File: src/rtl/axi4_lite_arb_pkg.sv
// Shared types and response codes for the AXI4-lite control-port arbiter.
package axi4_lite_arb_pkg;

   typedef enum logic [1:0] {
      IDLE,
      ISSUE,
      WAIT,
      RESP
   } arb_state_t;

   localparam logic [1:0] RESP_OKAY   = 2'b00;
   localparam logic [1:0] RESP_EXOKAY = 2'b01;
   localparam logic [1:0] RESP_SLVERR = 2'b10;
   localparam logic [1:0] RESP_DECERR = 2'b11;

endpackage

File: src/rtl/rr_arbiter.sv
// Combinational round-robin pick: first request at or above ptr, else
// the lowest request overall.
module rr_arbiter #(
   parameter int N = 4,
   localparam int IW = (N > 1) ? $clog2(N) : 1
) (
   input  logic [N-1:0]  req,
   input  logic [IW-1:0] ptr,
   output logic [N-1:0]  grant,
   output logic [IW-1:0] idx,
   output logic          any
);

   logic [N-1:0] upper;
   logic         hit;

   always_comb begin
      upper = '0;
      for (int i = 0; i < N; i++) begin
         if (i >= int'(ptr)) upper[i] = req[i];
      end
   end

   always_comb begin
      idx = '0;
      hit = 1'b0;
      for (int i = 0; i < N; i++) begin
         if (!hit && upper[i]) begin
            hit = 1'b1;
            idx = IW'(i);
         end
      end
      for (int i = 0; i < N; i++) begin
         if (!hit && req[i]) begin
            hit = 1'b1;
            idx = IW'(i);
         end
      end
   end

   assign any   = |req;
   assign grant = any ? (N'(1) << idx) : '0;

endmodule

File: src/rtl/axi4_lite_ctrl_arbiter.sv
// Round-robin sharing of one AXI4-lite master control port.
// Optional WAIT timeout enabled by defining ARB_TIMEOUT_EN.
module axi4_lite_ctrl_arbiter
   import axi4_lite_arb_pkg::*;
#(
   parameter int NUM_REQ        = 4,
   parameter int TIMEOUT_CYCLES = 256,
   localparam int IW = $clog2(NUM_REQ)
) (
   input  logic                     clk,
   input  logic                     rst_n,
   input  logic [NUM_REQ-1:0]       req_valid,
   input  logic [NUM_REQ-1:0]       req_write,
   input  logic [NUM_REQ-1:0][31:0] req_addr,
   input  logic [NUM_REQ-1:0][31:0] req_wdata,
   input  logic [NUM_REQ-1:0][3:0]  req_wstrb,
   output logic [NUM_REQ-1:0]       req_done,
   output logic [31:0]              rsp_rdata,
   output logic [1:0]               rsp_resp,
   output logic [IW-1:0]            grant_id,
   output logic                     busy,
   output logic                     ctrl_write_req,
   output logic                     ctrl_read_req,
   output logic [31:0]              ctrl_waddr,
   output logic [31:0]              ctrl_raddr,
   output logic [31:0]              ctrl_wdata,
   output logic [3:0]               ctrl_wstrb,
   input  logic                     ctrl_write_done,
   input  logic                     ctrl_read_done,
   input  logic [31:0]              ctrl_rdata,
   input  logic [1:0]               ctrl_bresp,
   input  logic [1:0]               ctrl_rresp
);

   arb_state_t state, state_nx;

   logic [NUM_REQ-1:0] gnt_oh;
   logic [IW-1:0]      gnt_idx;
   logic               gnt_any;
   logic [IW-1:0]      ptr;
   logic               dir_wr;
   logic [31:0]        addr_q;
   logic               done_hit;
   logic               to_hit;

   logic               sel_wr;
   logic [31:0]        sel_addr;
   logic [31:0]        sel_wdata;
   logic [3:0]         sel_wstrb;

   rr_arbiter #(.N(NUM_REQ)) u_rr (
      .req   (req_valid),
      .ptr   (ptr),
      .grant (gnt_oh),
      .idx   (gnt_idx),
      .any   (gnt_any)
   );

   // One-hot AND-OR select of the winner's fields
   always_comb begin
      sel_wr    = 1'b0;
      sel_addr  = '0;
      sel_wdata = '0;
      sel_wstrb = '0;
      for (int i = 0; i < NUM_REQ; i++) begin
         sel_wr    |= gnt_oh[i] & req_write[i];
         sel_addr  |= {32{gnt_oh[i]}} & req_addr[i];
         sel_wdata |= {32{gnt_oh[i]}} & req_wdata[i];
         sel_wstrb |= {4{gnt_oh[i]}} & req_wstrb[i];
      end
   end

   assign done_hit = (state == WAIT) &&
                     (dir_wr ? ctrl_write_done : ctrl_read_done);

`ifdef ARB_TIMEOUT_EN
   localparam int CW = $clog2(TIMEOUT_CYCLES + 1);

   logic [CW-1:0] wait_cnt;

   always_ff @(posedge clk or negedge rst_n) begin
      if (!rst_n) begin
         wait_cnt <= '0;
      end else if (state != WAIT) begin
         wait_cnt <= '0;
      end else begin
         wait_cnt <= wait_cnt + CW'(1);
      end
   end

   assign to_hit = (state == WAIT) &&
                   (wait_cnt == CW'(TIMEOUT_CYCLES - 1));
`else
   assign to_hit = 1'b0;
`endif

   always_ff @(posedge clk or negedge rst_n) begin
      if (!rst_n) state <= IDLE;
      else        state <= state_nx;
   end

   always_comb begin
      state_nx = state;
      unique case (state)
         IDLE:    if (gnt_any) state_nx = ISSUE;
         ISSUE:   state_nx = WAIT;
         WAIT:    if (done_hit || to_hit) state_nx = RESP;
         RESP:    state_nx = IDLE;
         default: state_nx = IDLE;
      endcase
   end

   always_ff @(posedge clk or negedge rst_n) begin
      if (!rst_n) begin
         ptr        <= '0;
         grant_id   <= '0;
         dir_wr     <= 1'b0;
         addr_q     <= '0;
         ctrl_wdata <= '0;
         ctrl_wstrb <= '0;
         rsp_rdata  <= '0;
         rsp_resp   <= RESP_OKAY;
      end else begin
         if (state == IDLE && gnt_any) begin
            grant_id   <= gnt_idx;
            ptr        <= (gnt_idx == IW'(NUM_REQ - 1)) ?
                          '0 : gnt_idx + IW'(1);
            dir_wr     <= sel_wr;
            addr_q     <= sel_addr;
            ctrl_wdata <= sel_wdata;
            ctrl_wstrb <= sel_wstrb;
         end
         // A real completion wins over a same-cycle timeout
         if (done_hit) begin
            rsp_rdata <= dir_wr ? 32'h0 : ctrl_rdata;
            rsp_resp  <= dir_wr ? ctrl_bresp : ctrl_rresp;
         end else if (to_hit) begin
            rsp_rdata <= 32'h0;
            rsp_resp  <= RESP_SLVERR;
         end
      end
   end

   assign busy           = (state != IDLE);
   assign ctrl_write_req = (state == ISSUE) && dir_wr;
   assign ctrl_read_req  = (state == ISSUE) && !dir_wr;
   assign ctrl_waddr     = addr_q;
   assign ctrl_raddr     = addr_q;
   assign req_done       = (state == RESP) ?
                           (NUM_REQ'(1) << grant_id) : '0;

endmodule

File: config.mk
export PLATFORM = sky130hd
export DESIGN_NAME = axi4_lite_ctrl_arbiter
export DESIGN_NICKNAME = d
export VERILOG_FILES = /design/src/rtl/axi4_lite_arb_pkg.sv /design/src/rtl/rr_arbiter.sv /design/src/rtl/axi4_lite_ctrl_arbiter.sv
export SDC_FILE = /design/constraint.sdc
export NUM_CORES = 1
export LEC_CHECK = 0
export ABC_CLOCK_PERIOD_IN_PS = 3180
export CORE_AREA = 2 2 180 182
export CTS_CLUSTER_SIZE = 8
export DETAILED_ROUTE_END_ITERATION = 10
export DIE_AREA = 0 0 182 184
export HOLD_SLACK_MARGIN = 0.12
export PLACE_DENSITY = 0.51
export SKIP_CTS_REPAIR_TIMING = 1
export SYNTH_ARGS = -nofsm -noshare
export SYNTH_HDL_FRONTEND = slang
export SYNTH_SLANG_ARGS = --single-unit
export TNS_END_PERCENT = 10
File: constraint.sdc
create_clock -name clk -period 3.18 [get_ports clk]
set_input_delay 0.318 -clock clk [delete_from_list [all_inputs] [get_ports clk]]
set_output_delay 0.318 -clock clk [all_outputs]
set_load 0.02 [all_outputs]
# Yosys cells after proc, flatten, opt, wreduce, memory -nomap -nowiden
# Cells that the tools add are included.
dict set report classes {
  addsub 1
  n_lt_le_gt_ge 3
  eq_ne 6
  shifts 2
  muxes 26
  n_bitwise 28
  reduce_logical 23
}
# operator count
set op_table {}
lappend op_table {{bitwise AND 32 bit} 8}
lappend op_table {{bitwise OR 32 bit} 6}
lappend op_table {{2-to-1 mux 32 bit} 1}
lappend op_table {{2-to-1 mux 2 bit} 10}
lappend op_table {{bitwise AND 4 bit} 4}
lappend op_table {{2-to-1 mux 1 bit} 12}
lappend op_table {{bitwise OR 4 bit} 3}
lappend op_table {{logical AND 1 bit} 11}
lappend op_table {{logical NOT 1 bit} 8}
lappend op_table {{2-to-1 mux 4 bit} 2}
lappend op_table {{one-hot mux 2 bit (4 select lines)} 1}
lappend op_table {{<< shifter 1 x 2 -> 4 bit, first input constant} 2}
lappend op_table {{equality test 2 bit, second input constant} 3}
lappend op_table {{bitwise AND 1 bit} 4}
lappend op_table {{greater-or-equal comparator 1 x 2 -> 1 bit, first input constant} 2}
lappend op_table {{!= test 2 bit, second input constant} 2}
lappend op_table {{OR reduction 4 bit} 1}
lappend op_table {{bitwise OR 1 bit} 3}
lappend op_table {{adder 2 x 1 -> 2 bit, second input constant} 1}
lappend op_table {{equality test 2 x 1 -> 1 bit, second input constant} 1}
lappend op_table {{greater-or-equal comparator 2 bit, first input constant} 1}
lappend op_table {{logical NOT 2 bit} 1}
lappend op_table {{AND reduction 2 bit} 1}
lappend op_table {{nonzero test 2 bit} 1}
dict set report word_totals {
  reg_bits 109
  inputBits 320
  output_inout_bits 143
}

# Logic depth before layout (Yosys ltp)
dict set report logic_depth {
  ltp_word 30
  mapped_depth 11
  ltp_nobuf 7
}

# Cells and area by module
# A second synthesis with hierarchy kept.
dict set report unflattened {
  hier_cells 600
  hier_area_um2 6208.5
}
# mod n_inst cells_each area_per_inst_um2 seq_area_each_um2
set by_module_without_submodules {}
lappend by_module_without_submodules {axi4_lite_ctrl_arbiter 1 568 6007.0 2727.6}
lappend by_module_without_submodules {rr_arbiter 1 32 201.4 0.0}

# Least setup slack after synthesis
# OpenSTA, ideal clock, no wires.
dict set report synth_path {
  path_type {reg-to-reg}
  startpoint {reg ptr[1]}
  endpoint {reg ctrl_wdata[21]}
  arrival_ps 2171
  required_time_ps 3047
  path_slack_ps 877
  stages_incl_launch_ff 12
  n_path_buf 4
  path_cell_list {dfrtp_1 buf_4 mux2i_1 nor2_1 nor3_1 inv_1 ha_1 clkbuf_1 clkbuf_1 clkbuf_1 a222oi_1 a31oi_1}
}
dict set report synth_between {
  elab_chain_len 30
}
# item line_no
set synth_rtl {}
lappend synth_rtl {{from (decl)} axi4_lite_ctrl_arbiter.sv:40} ;# logic [IW-1:0] ptr;
lappend synth_rtl {{from (signal assigned)} axi4_lite_ctrl_arbiter.sv:126} ;# ptr <= (gnt_idx == IW'(NUM_REQ - 1)) ?
lappend synth_rtl {{greater-or-equal comparator 1 x 2 -> 1 bit} rr_arbiter.sv:20} ;# if (i >= int'(ptr)) upper[i] = req[i];
lappend synth_rtl {{2-to-1 mux 1 bit} rr_arbiter.sv:20}
lappend synth_rtl {{2-to-1 mux 1 bit} rr_arbiter.sv:28} ;# if (!hit && upper[i]) begin
lappend synth_rtl {{logical NOT 1 bit} rr_arbiter.sv:28}
lappend synth_rtl {{logical AND 1 bit} rr_arbiter.sv:28}
lappend synth_rtl {{2-to-1 mux 1 bit} rr_arbiter.sv:28}
lappend synth_rtl {{logical NOT 1 bit} rr_arbiter.sv:28}
lappend synth_rtl {{logical AND 1 bit} rr_arbiter.sv:28}
lappend synth_rtl {{[... 13 more ...]} -}
lappend synth_rtl {{logical NOT 1 bit} rr_arbiter.sv:34} ;# if (!hit && req[i]) begin
lappend synth_rtl {{logical AND 1 bit} rr_arbiter.sv:34}
lappend synth_rtl {{2-to-1 mux 2 bit *} rr_arbiter.sv:34}
lappend synth_rtl {{<< shifter 1 x 2 -> 4 bit *} rr_arbiter.sv:42} ;# assign grant = any ? (N'(1) << idx) : '0;
lappend synth_rtl {{2-to-1 mux 4 bit *} rr_arbiter.sv:42}
lappend synth_rtl {{bitwise AND 32 bit} axi4_lite_ctrl_arbiter.sv:68} ;# sel_wdata |= {32{gnt_oh[i]}} & req_wdata[i];
lappend synth_rtl {{bitwise OR 32 bit (2 in a row)} axi4_lite_ctrl_arbiter.sv:68}
lappend synth_rtl {{bitwise OR 32 bit *} axi4_lite_ctrl_arbiter.sv:68}
lappend synth_rtl {{to (signal assigned)} axi4_lite_ctrl_arbiter.sv:130} ;# ctrl_wdata <= sel_wdata;
lappend synth_rtl {{to (decl)} axi4_lite_ctrl_arbiter.sv:26} ;# output logic [31:0] ctrl_wdata,
# Mark *: on every way between the ends. The rest lies on a longest branch, timed or not.
# A chain may end at the register's enable or synchronous reset.

# Worst setup path in the final report
dict set report layout_path {
  startpoint {reg ptr[1]}
  endpoint {reg addr_q[9] (netlist: ctrl_raddr[9])}
}
dict set report layout_between {
  elab_chain_len 30
}
# item line_no
set layout_rtl {}
lappend layout_rtl {{greater-or-equal comparator 1 x 2 -> 1 bit} rr_arbiter.sv:20}
lappend layout_rtl {{2-to-1 mux 1 bit} rr_arbiter.sv:20}
lappend layout_rtl {{2-to-1 mux 1 bit} rr_arbiter.sv:28}
lappend layout_rtl {{logical NOT 1 bit} rr_arbiter.sv:28}
lappend layout_rtl {{logical AND 1 bit} rr_arbiter.sv:28}
lappend layout_rtl {{2-to-1 mux 1 bit} rr_arbiter.sv:28}
lappend layout_rtl {{logical NOT 1 bit} rr_arbiter.sv:28}
lappend layout_rtl {{logical AND 1 bit} rr_arbiter.sv:28}
lappend layout_rtl {{[... 13 more ...]} -}
lappend layout_rtl {{logical NOT 1 bit} rr_arbiter.sv:34}
lappend layout_rtl {{logical AND 1 bit} rr_arbiter.sv:34}
lappend layout_rtl {{2-to-1 mux 2 bit *} rr_arbiter.sv:34}
lappend layout_rtl {{<< shifter 1 x 2 -> 4 bit *} rr_arbiter.sv:42}
lappend layout_rtl {{2-to-1 mux 4 bit *} rr_arbiter.sv:42}
lappend layout_rtl {{bitwise AND 32 bit} axi4_lite_ctrl_arbiter.sv:67} ;# sel_addr |= {32{gnt_oh[i]}} & req_addr[i];
lappend layout_rtl {{bitwise OR 32 bit (2 in a row)} axi4_lite_ctrl_arbiter.sv:67}
lappend layout_rtl {{bitwise OR 32 bit *} axi4_lite_ctrl_arbiter.sv:67}
lappend layout_rtl {{to (signal assigned)} axi4_lite_ctrl_arbiter.sv:129} ;# addr_q <= sel_addr;
lappend layout_rtl {{to (decl)} axi4_lite_ctrl_arbiter.sv:42} ;# logic [31:0] addr_q;
# Marked as above.

==> qor.csv <==
stage,metric,value,unit
timing,Setup-failing EPs final,0,
global_routing,GR Util met3,4.972,%
synthesis,predominant post-synthesis flop cell,dfrtp_1,
timing,RSZ-0062 raised after global routing,false,
routing,drc violations,0,
routing,DR pass1 iterations,8,
power,Seq pwr share,27.0,%
setup_path,crit path kind,flip-flop to flip-flop,
routing,Antenna Nets Post-Route,0,
power,sw frac,44.24,%
die,starting density of the core,18.74,%
finish,"most common cell after layout, fill and taps aside",clkdlybuf4s50_1,
timing,Hold WS,0.1126,ns
power,Worst VDD drop,0.4261,mV
die,DIE AREA,0.03349,mm²
global_routing,met2 GRT Util,27.76,%
routing,WL per Instance,19.90,µm
clocking,CTS tree,done,
timing,min cycle time layout,2.595,ns
die,chip width,182,µm
timing,Final Skew,0.01099,ns
hold_path,HP Class,input pin to async pin,
finish,Util after Layout,34.91,%
outcome,status,"finished, final reports clean",
clocking,CTS clock-pin slew for the worst setup and hold paths,0.09,ns
synthesis,Post-Syn Nets,969,
timing,Tcrit/Tclk final,81.62,%
finish,layout cell share with drive strength beyond 1,3.950,%
placed_design,routability cong.,0.7967,
synthesis,Synth top area share,46.37,%
timing,total negative slack,0,ns
setup_path,Reg-to-Reg End,ctrl_raddr[9],
power,Cell Int Power,5296,µW
timing,fmax,0.3853,GHz
run,Max-cap violations,0,
timing,Hold Fails Final Rpt,0,
global_routing,M1 GR Usage,20.41,%
synthesis,synthesized area,0.005882,mm²
routing,DR vias,6718,
power,Net Switching,4202,µW
synthesis,largest cells by area after synthesis,"dfrtp_1, a222oi_1, o21ai_0",
global_routing,grt ovf,0,
global_routing,first-pass GRT wire length,41860,µm
global_routing,initial antenna violation count,0,
routing,routed vias/inst,4.665,
synthesis,biggest area consumer among synthesized cells,dfrtp_1,
synthesis,Yosys cell types,32,
setup_path,Startpoint Class,flip-flop,
global_routing,Most Crowded Layer GR,met2,
setup_path,"reg-to-reg slack, setup",0.58,ns
clocking,clk_lat worst skew,0.36,ns
power,P_leak,0.004107,µW
die,# rows,65,
power,Clk network pwr share,12.4,%
clocking,total CTS buffers,9,
finish,ANT cells,0,
global_routing,largest net degree at the start of global routing,97,
placed_design,post-DP HPWL,21240,µm
placed_design,port bufs,462,
setup_path,crit end category,flip-flop,
setup_path,r2r startpoint,ptr[1],
power,Combinational Power Share,60.6,%
finish,Total Nets Final,1359,
synthesis,post-synthesis sequential area ratio,46.37,%
setup_path,FF-to-FF path depth,8,
die,IO Count,463,
synthesis,Post-synth EDFFs,0,
setup_path,Worst Path Max Fanout,69,
clocking,Clock Tree Root,clkbuf_16,
global_routing,GRT Total Usage,16.46,%
synthesis,Post-synth ARST share,100.0,%
power,Power per Cell Area,866.7,mW/mm²
synthesis,Mapped Cells,643,
synthesis,syn avg cell area,9.148,µm²
routing,Iteration-0 DRC Markers,506,
finish,most frequent cells in the layout,"clkdlybuf4s50_1, dfrtp_1, o21ai_0",
timing,worst rel slew slack,30.60,%
finish,area added between synthesis and finish,86.32,%
global_routing,vias in the first global route,6684,
synthesis,Yosys Warn Count,0,
clocking,# clock sinks,109,
setup_path,WP data arrival,2.82,ns
timing,max-slew violation count,0,
die,die height,184,µm
clocking,H-tree Lvls,3,
clocking,clk buf depth,2,
die,Core Region,0.03139,mm²
setup_path,CP required,3.40,ns
routing,drt total wl,28660,µm
synthesis,"flops & latches, synth",109,
timing,Slew @ Worst Pin,1.039,ns
cell type report:
type                            count  area (µm²)
Tap cell                          402       503.0
Timing Repair Buffer              477        4797
Clock inverter                      6       52.55
Clock buffer                       10       239.0
Sequential cell                   109        2728
Inverter                            7       26.28
Multi-Input combinational cell    429        2614
Fill cell                        3183       20430
per-layer routing:
metal	vias up	routed length, µm
li1	3168	-
met1	3191	11960
met2	330	13800
met3	29	2360
met4	0	546
met5	-	0
through the flow:
stage | power [µW] | worst slack (ns) | instances | instance area [µm²]
floorplan | 5782 | 0.8766 | 643 | 5882
global placement | 8404 | 0.1889 | 1424 | 10670
detailed placement | 8452 | 0.1550 | 1424 | 10670
CTS | 9687 | 0.5127 | 1440 | 10960
global route | 10200 | 0.3286 | 1440 | 10960
finish | 9498 | 0.5846 | 1440 | 10960
worst max path at each step:
stage	startpoint	to	slack, ns
floorplan	ptr[1]	ctrl_wdata[21]	0.88
global placement	req_valid[1]	ctrl_raddr[9]	0.19
detailed placement	req_valid[1]	ctrl_raddr[9]	0.16
CTS	ptr[1]	ctrl_raddr[9]	0.51
global route	ptr[1]	ctrl_raddr[9]	0.33
finish	ptr[1]	ctrl_raddr[9]	0.58
sequential cells by signal (all words and copies together) (netlist names):
register    flops
ctrl_raddr     32
rsp_resp        2
ctrl_wstrb      4
state           2
rsp_rdata      32
dir_wr          1
ctrl_wdata     32
grant_id        2
ptr             2
Yosys cell counts (2+ instances only):
| library cell | count |
|---|---|
| nand2_1 | 42 |
| nand2b_1 | 36 |
| a21oi_1 | 6 |
| o21ai_0 | 106 |
| dfrtp_1 | 109 |
| buf_2 | 12 |
| buf_6 | 4 |
| mux2i_1 | 3 |
| buf_4 | 33 |
| a31oi_1 | 69 |
| a222oi_1 | 69 |
| clkbuf_1 | 47 |
| mux2_2 | 2 |
| nor2_1 | 76 |
| ha_1 | 6 |
| inv_1 | 7 |
worst max-delay path, stage by stage, from the launching register on:
cell and delay (ns):
dfrtp_1 0.50, mux2i_1 0.22, nor2_1 0.06, nor3_1 0.37
inv_1 0.12, ha_2 0.22, buf_12 0.20, a222oi_1 0.55
a31oi_1 0.15
power by group through the flow:
stage / logic, µW / clock network [µW] / registers [µW]
finish: 5760 / 1180 / 2570
global route: 6250 / 1280 / 2660
CTS: 5860 / 1240 / 2580
detailed placement: 5850 / 0 / 2600
global placement: 5820 / 0 / 2590
floorplan: 2630 / 0 / 3150
logic make-up (layout without fill, tap and decap cells):
| group | Yosys count | in the layout | synth area share (%) |
|---|---|---|---|
| buffers and inverters | 105 | 500 | 9.594 |
| AND/OR/NAND/NOR | 163 | 163 | 12.38 |
| multiplexers | 5 | 5 | 0.8934 |
| flip-flops | 109 | 109 | 46.37 |
| adder cells (fa/ha/maj) | 6 | 6 | 1.276 |
| AO/OA/AOI/OAI | 255 | 255 | 29.48 |
Power figures use the tool's default switching activity.
